==> config.mk <==
export PLATFORM = sky130hd
export DESIGN_NAME = block_plot_engine
export DESIGN_NICKNAME = d
export VERILOG_FILES = /design/src/rtl/block_plot_engine.sv
export SDC_FILE = /design/constraint.sdc
export NUM_CORES = 1
export LEC_CHECK = 0
export CELL_PAD_IN_SITES_DETAIL_PLACEMENT = 1
export CELL_PAD_IN_SITES_GLOBAL_PLACEMENT = 2
export CORE_UTILIZATION = 32
export DETAILED_ROUTE_END_ITERATION = 6
export GPL_ROUTABILITY_DRIVEN = 0
export PLACE_DENSITY = 0.84
export SLEW_MARGIN = 25
export SYNTH_ARGS = -nofsm -noshare
export SYNTH_HDL_FRONTEND = slang
export SYNTH_SLANG_ARGS = --single-unit
==> constraint.sdc <==
create_clock -name clk -period 4.4 [get_ports clk]
set_clock_uncertainty 0.05 [all_clocks]
set_input_delay 1.1 -clock clk [delete_from_list [all_inputs] [get_ports clk]]
set_output_delay 1.1 -clock clk [all_outputs]
set_load 0.02 [all_outputs]
==> src/rtl/block_plot_engine.sv <==
// rtl/block_plot_engine.sv - erases and redraws a solid block on the framebuffer plot interface, one pixel per clock
// The registered outputs always show the pixel for the current state and counters; clear_arm_q covers the idle cycle after reset.
module block_plot_engine #(
    parameter int       BLK_W          = 8,
    parameter int       BLK_H          = 8,
    parameter int       SCR_W          = 160,
    parameter int       SCR_H          = 120,
    parameter logic [2:0] BG_COLOUR    = 3'b000,
    parameter bit       CLEAR_ON_RESET = 1'b1
) (
    input  logic       clk,
    input  logic       rst,
    input  logic       move_req,
    input  logic [7:0] new_x,
    input  logic [6:0] new_y,
    input  logic [2:0] blk_colour,
    output logic       busy,
    output logic       done,
    output logic [7:0] vga_x,
    output logic [6:0] vga_y,
    output logic [2:0] vga_colour,
    output logic       vga_plot
);
    typedef enum logic [2:0] {S_CLEAR, S_IDLE, S_ERASE, S_DRAW, S_FIN} state_t;

    localparam logic [7:0] MAX_X  = 8'(SCR_W - BLK_W);
    localparam logic [6:0] MAX_Y  = 7'(SCR_H - BLK_H);
    localparam logic [7:0] BW_M1  = 8'(BLK_W - 1);
    localparam logic [6:0] BH_M1  = 7'(BLK_H - 1);
    localparam logic [7:0] SW_M1  = 8'(SCR_W - 1);
    localparam logic [6:0] SH_M1  = 7'(SCR_H - 1);

    state_t     state_q, state_d;
    logic       clear_arm_q, clear_arm_d;
    logic [7:0] cx_q, cx_d;
    logic [6:0] cy_q, cy_d;
    logic [7:0] cur_x_q, cur_x_d, old_x_q, old_x_d, pend_x_q, pend_x_d;
    logic [6:0] cur_y_q, cur_y_d, old_y_q, old_y_d, pend_y_q, pend_y_d;
    logic [2:0] cur_c_q, cur_c_d, pend_c_q, pend_c_d;
    logic       has_old_q, has_old_d, pend_q, pend_d;
    logic       plot_q, plot_d, done_q, done_d;
    logic [7:0] x_q, x_d;
    logic [6:0] y_q, y_d;
    logic [2:0] col_q, col_d;

    logic [7:0] cap_x, x_lim, base_x;
    logic [6:0] cap_y, y_lim, base_y;
    logic       row_end, last, req_any;
    logic [8:0] sum_x;
    logic [7:0] sum_y;

    // Clamping happens at capture so both live and pending requests stay on screen.
    assign cap_x   = (new_x > MAX_X) ? MAX_X : new_x;
    assign cap_y   = (new_y > MAX_Y) ? MAX_Y : new_y;
    assign req_any = move_req || pend_q;

    always_comb begin
        state_d     = state_q;
        clear_arm_d = clear_arm_q;
        cx_d        = cx_q;
        cy_d        = cy_q;
        cur_x_d     = cur_x_q;
        cur_y_d     = cur_y_q;
        cur_c_d     = cur_c_q;
        old_x_d     = old_x_q;
        old_y_d     = old_y_q;
        has_old_d   = has_old_q;
        pend_d      = pend_q;
        pend_x_d    = pend_x_q;
        pend_y_d    = pend_y_q;
        pend_c_d    = pend_c_q;

        x_lim   = (state_q == S_CLEAR) ? SW_M1 : BW_M1;
        y_lim   = (state_q == S_CLEAR) ? SH_M1 : BH_M1;
        row_end = (cx_q == x_lim);
        last    = row_end && (cy_q == y_lim);

        if (move_req && state_q != S_IDLE && state_q != S_FIN) begin
            pend_d   = 1'b1;
            pend_x_d = cap_x;
            pend_y_d = cap_y;
            pend_c_d = blk_colour;
        end

        case (state_q)
            S_CLEAR: begin
                if (clear_arm_q) begin
                    clear_arm_d = 1'b0;
                end else if (last) begin
                    state_d = S_IDLE;
                end else if (row_end) begin
                    cx_d = 8'd0;
                    cy_d = cy_q + 7'd1;
                end else begin
                    cx_d = cx_q + 8'd1;
                end
            end
            S_IDLE, S_FIN: begin
                state_d = S_IDLE;
                if (req_any) begin
                    // A live request in the same cycle is newer than anything pending.
                    cur_x_d = move_req ? cap_x : pend_x_q;
                    cur_y_d = move_req ? cap_y : pend_y_q;
                    cur_c_d = move_req ? blk_colour : pend_c_q;
                    pend_d  = 1'b0;
                    cx_d    = 8'd0;
                    cy_d    = 7'd0;
                    state_d = has_old_q ? S_ERASE : S_DRAW;
                end
            end
            S_ERASE, S_DRAW: begin
                if (last) begin
                    cx_d = 8'd0;
                    cy_d = 7'd0;
                    if (state_q == S_ERASE) begin
                        state_d = S_DRAW;
                    end else begin
                        old_x_d   = cur_x_q;
                        old_y_d   = cur_y_q;
                        has_old_d = 1'b1;
                        state_d   = S_FIN;
                    end
                end else if (row_end) begin
                    cx_d = 8'd0;
                    cy_d = cy_q + 7'd1;
                end else begin
                    cx_d = cx_q + 8'd1;
                end
            end
            default: state_d = S_IDLE;
        endcase

        // Output registers are loaded with the pixel belonging to the next state.
        plot_d = (state_d == S_ERASE) || (state_d == S_DRAW) ||
                 (state_d == S_CLEAR && !clear_arm_d);
        base_x = (state_d == S_ERASE) ? old_x_d : (state_d == S_DRAW) ? cur_x_d : 8'd0;
        base_y = (state_d == S_ERASE) ? old_y_d : (state_d == S_DRAW) ? cur_y_d : 7'd0;
        sum_x  = {1'b0, base_x} + {1'b0, cx_d};
        sum_y  = {1'b0, base_y} + {1'b0, cy_d};
        x_d    = plot_d ? sum_x[7:0] : x_q;
        y_d    = plot_d ? sum_y[6:0] : y_q;
        col_d  = plot_d ? ((state_d == S_DRAW) ? cur_c_d : BG_COLOUR) : col_q;
        done_d = (state_d == S_FIN);
    end

    always_ff @(posedge clk) begin
        if (rst) begin
            state_q     <= CLEAR_ON_RESET ? S_CLEAR : S_IDLE;
            clear_arm_q <= 1'b1;
            cx_q        <= 8'd0;
            cy_q        <= 7'd0;
            cur_x_q     <= 8'd0;
            cur_y_q     <= 7'd0;
            cur_c_q     <= 3'd0;
            old_x_q     <= 8'd0;
            old_y_q     <= 7'd0;
            has_old_q   <= 1'b0;
            pend_q      <= 1'b0;
            pend_x_q    <= 8'd0;
            pend_y_q    <= 7'd0;
            pend_c_q    <= 3'd0;
            plot_q      <= 1'b0;
            x_q         <= 8'd0;
            y_q         <= 7'd0;
            col_q       <= BG_COLOUR;
            done_q      <= 1'b0;
        end else begin
            state_q     <= state_d;
            clear_arm_q <= clear_arm_d;
            cx_q        <= cx_d;
            cy_q        <= cy_d;
            cur_x_q     <= cur_x_d;
            cur_y_q     <= cur_y_d;
            cur_c_q     <= cur_c_d;
            old_x_q     <= old_x_d;
            old_y_q     <= old_y_d;
            has_old_q   <= has_old_d;
            pend_q      <= pend_d;
            pend_x_q    <= pend_x_d;
            pend_y_q    <= pend_y_d;
            pend_c_q    <= pend_c_d;
            plot_q      <= plot_d;
            x_q         <= x_d;
            y_q         <= y_d;
            col_q       <= col_d;
            done_q      <= done_d;
        end
    end

    assign busy       = (state_q != S_IDLE);
    assign done       = done_q;
    assign vga_plot   = plot_q;
    assign vga_x      = x_q;
    assign vga_y      = y_q;
    assign vga_colour = col_q;
endmodule

* Word-level counts from Yosys, hierarchy flattened
Index checks and enable logic that the tools add are counted.
Operators by class: equality and inequality tests 11, magnitude comparators 2, add/sub/neg operators 4, reductions and logical operators 13, bitwise operators 1, multiplexer cells 47
Operators with widths (count):
- 8-bit two-way mux | 15
- 7-bit two-way mux | 15
- 3-bit two-way mux | 8
- 8-bit case mux with 3 select lines | 1
- 7-bit case mux with 3 select lines | 1
- 3-bit by 2-bit == test with 1-bit output (second input constant) | 4
- 3-bit case mux with 3 select lines | 1
- 8-bit by 1-bit adder with 8-bit output (second input constant) | 1
- 8-bit adder | 1
- 8-bit == test | 1
- 8-bit > comparator (second input constant) | 1
- 7-bit by 1-bit adder with 7-bit output (second input constant) | 1
- 7-bit adder | 1
- 7-bit == test | 1
- 7-bit > comparator (second input constant) | 1
- 3-bit == test (second input constant) | 2
- 3-bit zero test | 2
- 1-bit two-way mux | 5
- 1-bit logical AND | 4
- 2-bit OR reduction | 2
- 3-bit by 1-bit == test with 1-bit output (second input constant) | 1
- 1-bit logical OR | 3
- 3-bit by 1-bit != test with 1-bit output (second input constant) | 1
- 3-bit != test (second input constant) | 1
- 4 further kinds | 4
Word-level totals: input port bits 21, output and inout port bits 21, bits in registers 92

* Depth between registers and ports, before layout
Gate-level depths: netlist of run 1.
depth in word-level cells 11, gate-level depth with buffers 19, mapped depth without buffers 17

* Worst setup path before layout of run 1
Ideal clock, no wire load.
path type input-to-reg, start in move_req, end reg x_q[7], in the netlist vga_x[7], slack -0.225 ns, buffers on the path 3, setup time 0.079 ns, stages 16, data arrival time 4.495 ns, cells stage by stage clkbuf_1 -> or2_2 -> clkbuf_1 -> a31oi_1 -> o21ai_0 -> o31a_1 -> clkbuf_1 -> a211oi_1 -> ha_1 -> a21o_1 -> a21oi_1 -> o21bai_1 -> a2111oi_0 -> or3_1 -> xnor3_1 -> a211oi_2
Between the ends: word-level cells in the longest chain between the ends 7
RTL lines:
- from (decl) | RTL line 13 | input logic move_req,
- 1-bit logical OR | RTL line 55 | assign req_any = move_req || pend_q;
- 2-bit two-way mux | RTL line 100 | if (req_any) begin
- 3-bit case mux with 3 select lines | RTL line 85 | case (state_q)
- 3-bit by 2-bit == test with 1-bit output | RTL line 134, 136
- 8-bit two-way mux (2 in a row) | RTL line 136 | base_x = (state_d == S_ERASE) ? old_x_d : (state_d == S_DRAW) ? cur_x_d : 8'd0;
- 8-bit adder | RTL line 138 | sum_x = {1'b0, base_x} + {1'b0, cx_d};
- to (signal assigned) | RTL line 163 | x_q <= 8'd0;
- to (signal assigned) | RTL line 183 | x_q <= x_d;
- to (decl) | RTL line 42 | logic [7:0] x_q, x_d;
Several ways; a longest one is shown, not always the timed one. A chain may end at the register's enable or synchronous reset.

* Final worst setup path of run 1
start reg cy_q[4], end reg x_q[5], in the netlist vga_x[5]
Between the ends: word-level cells in the longest chain between the ends 9
RTL lines:
- from (decl) | RTL line 36 | logic [6:0] cy_q, cy_d;
- from (signal assigned) | RTL line 171 | cy_q <= cy_d;
- 7-bit == test * | RTL line 76 | last = row_end && (cy_q == y_lim);
- 1-bit logical AND * | RTL line 76
- 3-bit two-way mux | RTL line 89 | end else if (last) begin
- 3-bit two-way mux | RTL line 87 | if (clear_arm_q) begin
- 3-bit case mux with 3 select lines | RTL line 85
- 3-bit by 2-bit == test with 1-bit output | RTL line 134, 136
- 8-bit two-way mux (2 in a row) | RTL line 136
- 8-bit adder | RTL line 138
Mark *: on every way between the ends. The rest lies on a longest branch, timed or not.

==> flow_summary_export.csv, run 1 <==
group,metric,value,unit
global_route,grt_pass1_vias,4587,
detailed_routing,drc_errors,0,
synthesis,synth_fp_nets,602,
synthesis,yosys.area.top_type_share,38.39,%
timing,finalCritPeriodShare,95.72,%
global_route,grt_usage,18.44,%
worst_setup_path,r2r_slack,0.19,ns
clocking,path_clk_slew,0.07,ns
worst_setup_path,endpoint,"vga_x[5]",
worst_setup_path,required,4.63,ns
die,pin_count,42,
detailed_routing,num_vias,4377,
die,num_rows,44,
worst_setup_path,cp_data_arrival_time,4.44,ns
worst_setup_path,ff2ff_path_depth,17,
synthesis,synth_top_flop_cell,"dfxtp_1",
timing,clock.fmax,237.4,MHz
place,dp_hpwl,10170,um
power,total_power,1.974,mW
worst_setup_path,path_depth,17,
synthesis,yosysWarnings,0,
global_route,grt_max_degree,39,
timing,worst_pin_slew,0.7679,ns
die,die_w,124.4,um
detailed_routing,routed_via_density,5.137,
worst_setup_path,slowest_stage,"or4_4",
detailed_routing,drtPass1Iterations,4,
worst_setup_path,worstPathCellList,"or4_4 -> mux2_2 -> or4_4 -> mux2i_1 -> a211oi_4 -> ha_1 -> a21o_1 -> a21oi_2 -> o21bai_2 -> buf_4 -> buf_4 -> buf_4 -> buf_4 -> a21oi_2 -> xnor2_1 -> mux2i_1 -> nor2_1",
synthesis,synth_edf_count,0,
worst_setup_path,timing.rr.start,"cy_q[4]",
global_route,overflow,0,
timing,slew_viol_final,0,
synthesis,syn_area,0.004797,mm2
synthesis,synth_common_cells,"dfxtp_1, nor2_1, nand2_1, a21oi_1, mux2i_1",
finish,area_growth,32.19,%
min_path,hold_depth,2,
worst_setup_path,crit_family,"simple AND/OR/NAND/NOR gates",
clocking,cts_buffers,9,
timing,setup-tns-final,0,ns
worst_setup_path,worstSetupPathType,"reg2reg",
clocking,clk-insertion-delay-late,0.35,ns
die,start_util,32.88,%
synthesis,synth.ff_latch_count,92,
place,io_buffers,41,
synthesis,yosysTopAreaCell,"dfxtp_1",
die,die_area,0.01548,mm2
timing,hold_viol_final,0,
synthesis,ys_types,58,
finish,drive_above_1_share,20.66,%
clocking,htreeDepth,3,
clocking,clock_path_buffers,2,
global_route,antenna_found_initial,0,
finish,antennaDiodeCount,0,
worst_setup_path,cp_common_cell,"buf_4",
detailed_routing,wl,13850,um
detailed_routing,ant_nets,0,
power,leakagePower,2.753,nW
synthesis,avgSynthCellArea,8.505,um2
synthesis,synth-seq-area-share,38.39,%
worst_setup_path,endpoint_kind,"flip-flop",
worst_setup_path,critPathBufInv,4,
global_route,grt_pass1_wl,22830,um
synthesis,synth.most_common_cell,"dfxtp_1",
power,power.density,311.3,mW/mm2
worst_setup_path,critical_path.max_fanout,12,
timing,setup_violations,0,
detailed_routing,drtIter0Drc,173,
status,status,"complete, no violations",
timing,max_slew_margin,48.81,%
job,cap_violations,0,
power,peakVddDrop,208.3,uV
worst_setup_path,critPathMaxStageDelay,0.67,ns
timing,final.min_clock_period,4.212,ns
finish,fin_nets,701,
worst_setup_path,start_kind,"flip-flop",
die,core-area,0.01459,mm2
clocking,root_buffer,"clkbuf_16",
detailed_routing,wl_per_cell,16.26,um
clocking,cts_sinks,92,
worst_setup_path,critPathLaunch,"cy_q[4]",
synthesis,synthTopCellsByArea,"dfxtp_1, mux2i_1, nor2_1",
clocking,cts_tree,"built",
synthesis,async_flop_share,0,%
min_path,hp-class,"reg2reg",
synthesis,synth_cells,564,
die,die_y,124.4,um
worst_setup_path,regToRegEndpoint,"vga_x[5]",
[worst min-delay path by stage]
stage / from / endpoint / slack (ns)
floorplan: pend_y_q[1] / pend_y_q[1] / 0.38
detailed placement: pend_c_q[2] / pend_c_q[2] / 0.40
CTS: pend_c_q[2] / pend_c_q[2] / 0.41
finish: pend_c_q[2] / pend_c_q[2] / 0.41
global placement: pend_y_q[1] / pend_y_q[1] / 0.39
global route: pend_x_q[1] / pend_x_q[1] / 0.43
[power by group]
| group | internal, mW | switching (mW) | total [mW] |
|---|---|---|---|
| Clock | 0.519 | 0.353 | 0.871 |
| Combinational | 0.106 | 0.133 | 0.240 |
| Sequential | 0.851 | 0.0119 | 0.863 |
[cells by family (layout without fill, tap and decap cells)]
family / Yosys count / after routing / share of synthesized area (%)
multiplexers: 42 / 42 / 9.546
XOR/XNOR: 14 / 14 / 3.130
buffers and inverters: 49 / 153 / 4.564
adder cells (fa/ha/maj): 17 / 17 / 4.747
flip-flops: 92 / 92 / 38.39
AO/OA/AOI/OAI: 131 / 131 / 17.95
AND/OR/NAND/NOR: 219 / 219 / 21.67
[tightest hold or removal path, stage by stage (launching register included)]
cell	delay (ns)
dfxtp_1	0.31
nand2_1	0.05
a21oi_1	0.05
[state kept, by name, indices dropped and copies added (netlist names), 3 cells and up]
| register | count |
|---|---|
| cur_y_q | 7 |
| cx_q | 8 |
| pend_x_q | 8 |
| vga_y | 7 |
| pend_c_q | 3 |
| cur_c_q | 3 |
| cy_q | 7 |
| vga_colour | 3 |
| state_q | 3 |
| old_y_q | 7 |
| old_x_q | 8 |
| vga_x | 8 |
| cur_x_q | 8 |
| pend_y_q | 7 |
[cell usage in the layout, fill, tap and decap left out, types with 10 or more instances in the layout]
cell type / instances
clkdlybuf4s50_1: 36
buf_4: 81
nor2_1: 80
nor2b_1: 21
a211oi_1: 16
ha_1: 14
a21oi_1: 38
o21ai_0: 15
xnor2_1: 10
inv_1: 14
nand2_1: 46
nand3_1: 27
dfxtp_1: 92
mux2i_1: 33
[layout make-up]
type	instances	area, um2
fillers	1720	8248
multi-input cells	423	2853
flip-flops and latches	92	1842
repair buffers	123	1031
clock buffers	10	239.0
well taps	184	230.2
clock inverters	6	93.84
inverters	14	52.55
[routing by layer]
layer,GRT usage [%],vias up,wire length [um]
li1,-,2176,-
met2,32.11,59,6864
met1,22.85,2125,6428
met4,6.166,0,193
met5,0,-,0
met3,3.136,17,365
[timing repair]
action	4_1_cts	5_1_grt
buffers inserted	6	4
hold buffers	0	0
pin swaps	13	13
setup endpoints to repair	3	5
resized for setup	9	13
[metrics by stage]
stage / instance area, um2 / util [%] / hold WS, ns / cells / setup slack, ns
floorplan: 4851 / - / 0.3818 / 564 / -0.02009
global placement: 5842 / 40.04 / 0.3902 / 826 / -0.2850
detailed placement: 5849 / 40.09 / 0.3961 / 826 / -0.4489
CTS: 6255 / 42.87 / 0.4062 / 848 / 0.01644
global route: 6341 / 43.46 / 0.4297 / 852 / -0.01403
finish: 6341 / 43.46 / 0.4068 / 852 / 0.1885
Power figures use the tool's default switching activity.
==> run 2: changes to the inputs <==
CORE_UTILIZATION = 35   (was 32)
DONT_BUFFER_PORTS = 1   (was default)
PLACE_DENSITY = 0.83   (was 0.84)
==> run 2 against run 1 <==
Design area down 12%. Global-route usage rose by 0.60 points. Hold slack worse by 0.00068 ns.
==> flow_summary_export.csv, run 2 (synthesized netlist as in run 1, its figures left out) <==
group,metric,value,unit
timing,timing.hold.ws,0.4061,ns
clocking,clock_path_buffers,2,
worst_setup_path,slowest_stage,"or4_4",
finish,drive_above_1_share,14.95,%
timing,fin_ws,0.1475,ns
clocking,root_buffer,"clkbuf_16",
worst_setup_path,critical_path.max_fanout,8,
detailed_routing,wl,13290,um
detailed_routing,ant_nets,0,
detailed_routing,drtPass1Iterations,4,
power,peakVddDrop,204.3,uV
worst_setup_path,worstPathCellList,"or4_4 -> mux2_4 -> or4_4 -> buf_6 -> buf_12 -> mux2i_1 -> mux2_2 -> nor2_1 -> ha_2 -> inv_1 -> fa_2 -> inv_1 -> a21oi_1 -> o21bai_1 -> a21o_1 -> a21oi_1 -> xnor3_1 -> a211oi_2",
die,start_util,36.08,%
detailed_routing,drtIter0Drc,197,
timing,final.min_clock_period,4.253,ns
detailed_routing,wl_met3,473,um
finish,fin_nets,615,
worst_setup_path,cp_data_arrival_time,4.48,ns
die,pin_count,42,
clocking,clk-insertion-delay-late,0.36,ns
clocking,cts_tree,"built",
die,num_rows,42,
clocking,cts_sinks,92,
status,status,"complete, no violations",
clocking,htreeDepth,3,
clocking,path_clk_slew,0.07,ns
detailed_routing,drc_errors,0,
worst_setup_path,start_kind,"flip-flop",
job,cap_violations,0,
detailed_routing,wl_per_cell,17.54,um
finish,area_growth,15.94,%
min_path,hp-class,"reg2reg",
global_route,grt_max_degree,91,
global_route,antenna_found_initial,0,
detailed_routing,topRoutingLayerUsed,"met4",
timing,setup_violations,0,
timing,max_slew_margin,54.21,%
detailed_routing,num_vias,4080,
timing,worst_pin_slew,0.6847,ns
timing,slew_viol_final,0,
worst_setup_path,endpoint_kind,"flip-flop",
worst_setup_path,worstSetupPathType,"reg2reg",
finish,final_cell_mix,"dfxtp_1, nor2_1, nand2_1",
place,place_area,0.005086,mm2
clocking,cts_buffers,9,
global_route,grt_pass1_vias,4120,
die,core-area,0.01330,mm2
place,dp_slack,0.03124,ns
place,io_buffers,0,
die,die_area,0.01418,mm2
place,dp_hpwl,9347,um
power,power.density,331.7,mW/mm2
global_route,grt_usage,19.03,%
finish,antennaDiodeCount,0,
die,die_y,119.1,um
global_route,grt_pass1_wl,21220,um
worst_setup_path,critPathMaxStageDelay,0.63,ns
global_route,overflow,0,
detailed_routing,met2_length,6492,um
detailed_routing,routed_via_density,5.383,
timing,finalCritPeriodShare,96.65,%
finish,stdcell_area,0.005562,mm2
die,die_w,119.1,um
finish,final_common_cell,"dfxtp_1",
power,leakagePower,2.320,nW
detailed_routing,drt-met1-wl,6077,um
timing,clock.fmax,235.2,MHz
timing,hold_viol_final,0,
worst_setup_path,required,4.62,ns
clocking,cts_hold_buf,0,
[run 2: final cells by class]
class | count | area [um2]
Fill cell | 1550 | 7734
Multi-Input combinational cell | 424 | 2831
Sequential cell | 92 | 1846
Timing Repair Buffer | 36 | 311.5
Clock buffer | 10 | 229.0
Tap cell | 176 | 220.2
Clock inverter | 6 | 71.32
Inverter | 14 | 52.55
[run 2: final timing paths]
| path | endpoint | startpoint | depth (start not counted) | slack [ns] |
|---|---|---|---|---|
| worst max register to register | vga_y[6] | cy_q[3] | 18 | 0.15 |
| worst min register to register | pend_x_q[7] | pend_x_q[7] | 2 | 0.41 |
| worst max-delay path | vga_y[6] | cy_q[3] | 18 | 0.15 |
| worst min-delay path | pend_x_q[7] | pend_x_q[7] | 2 | 0.41 |
[run 2: power breakdown]
part           total (mW)  internal, mW  switching (mW)
Combinational       0.172        0.0755          0.0964
Clock               0.805         0.447           0.358
Sequential          0.868         0.850          0.0181
[run 2: layer usage]
layer	track usage, %	up-vias
met1	23.73	1985
met2	31.76	58
met5	0	-
li1	-	2019
met4	8.623	0
met3	3.496	18
[run 2: worst max-delay path, delay by kind of cell, from the launching register on]
| kind | cells | cell delay, ns |
|---|---|---|
| and+or+nand+nor | 3 | 1.28 |
| AOI/OAI and AO/OA | 5 | 0.63 |
| buffers and inverters | 4 | 0.41 |
| DFF | 1 | 0.37 |
| muxes | 3 | 0.70 |
| xor gates and xnor gates | 1 | 0.20 |
| adders and majority gates | 2 | 0.53 |
[run 2: timing repair]
action,in CTS,in global routing
resized for setup,0,14
buffers inserted,0,11
endpoints found under the setup margin,0,2
endpoints found under the hold margin,0,0
[run 2: stage by stage]
stage,power [mW],util [%],TNS (ns),instances
2_1_floorplan,1.011,-,-0.02009,564
3_3_place_gp,1.042,38.26,0,730
3_5_place_dp,1.045,38.26,0,730
4_1_cts,1.855,40.51,0,746
5_1_grt,1.912,41.83,-0.04424,758
6_report,1.845,41.83,0,758
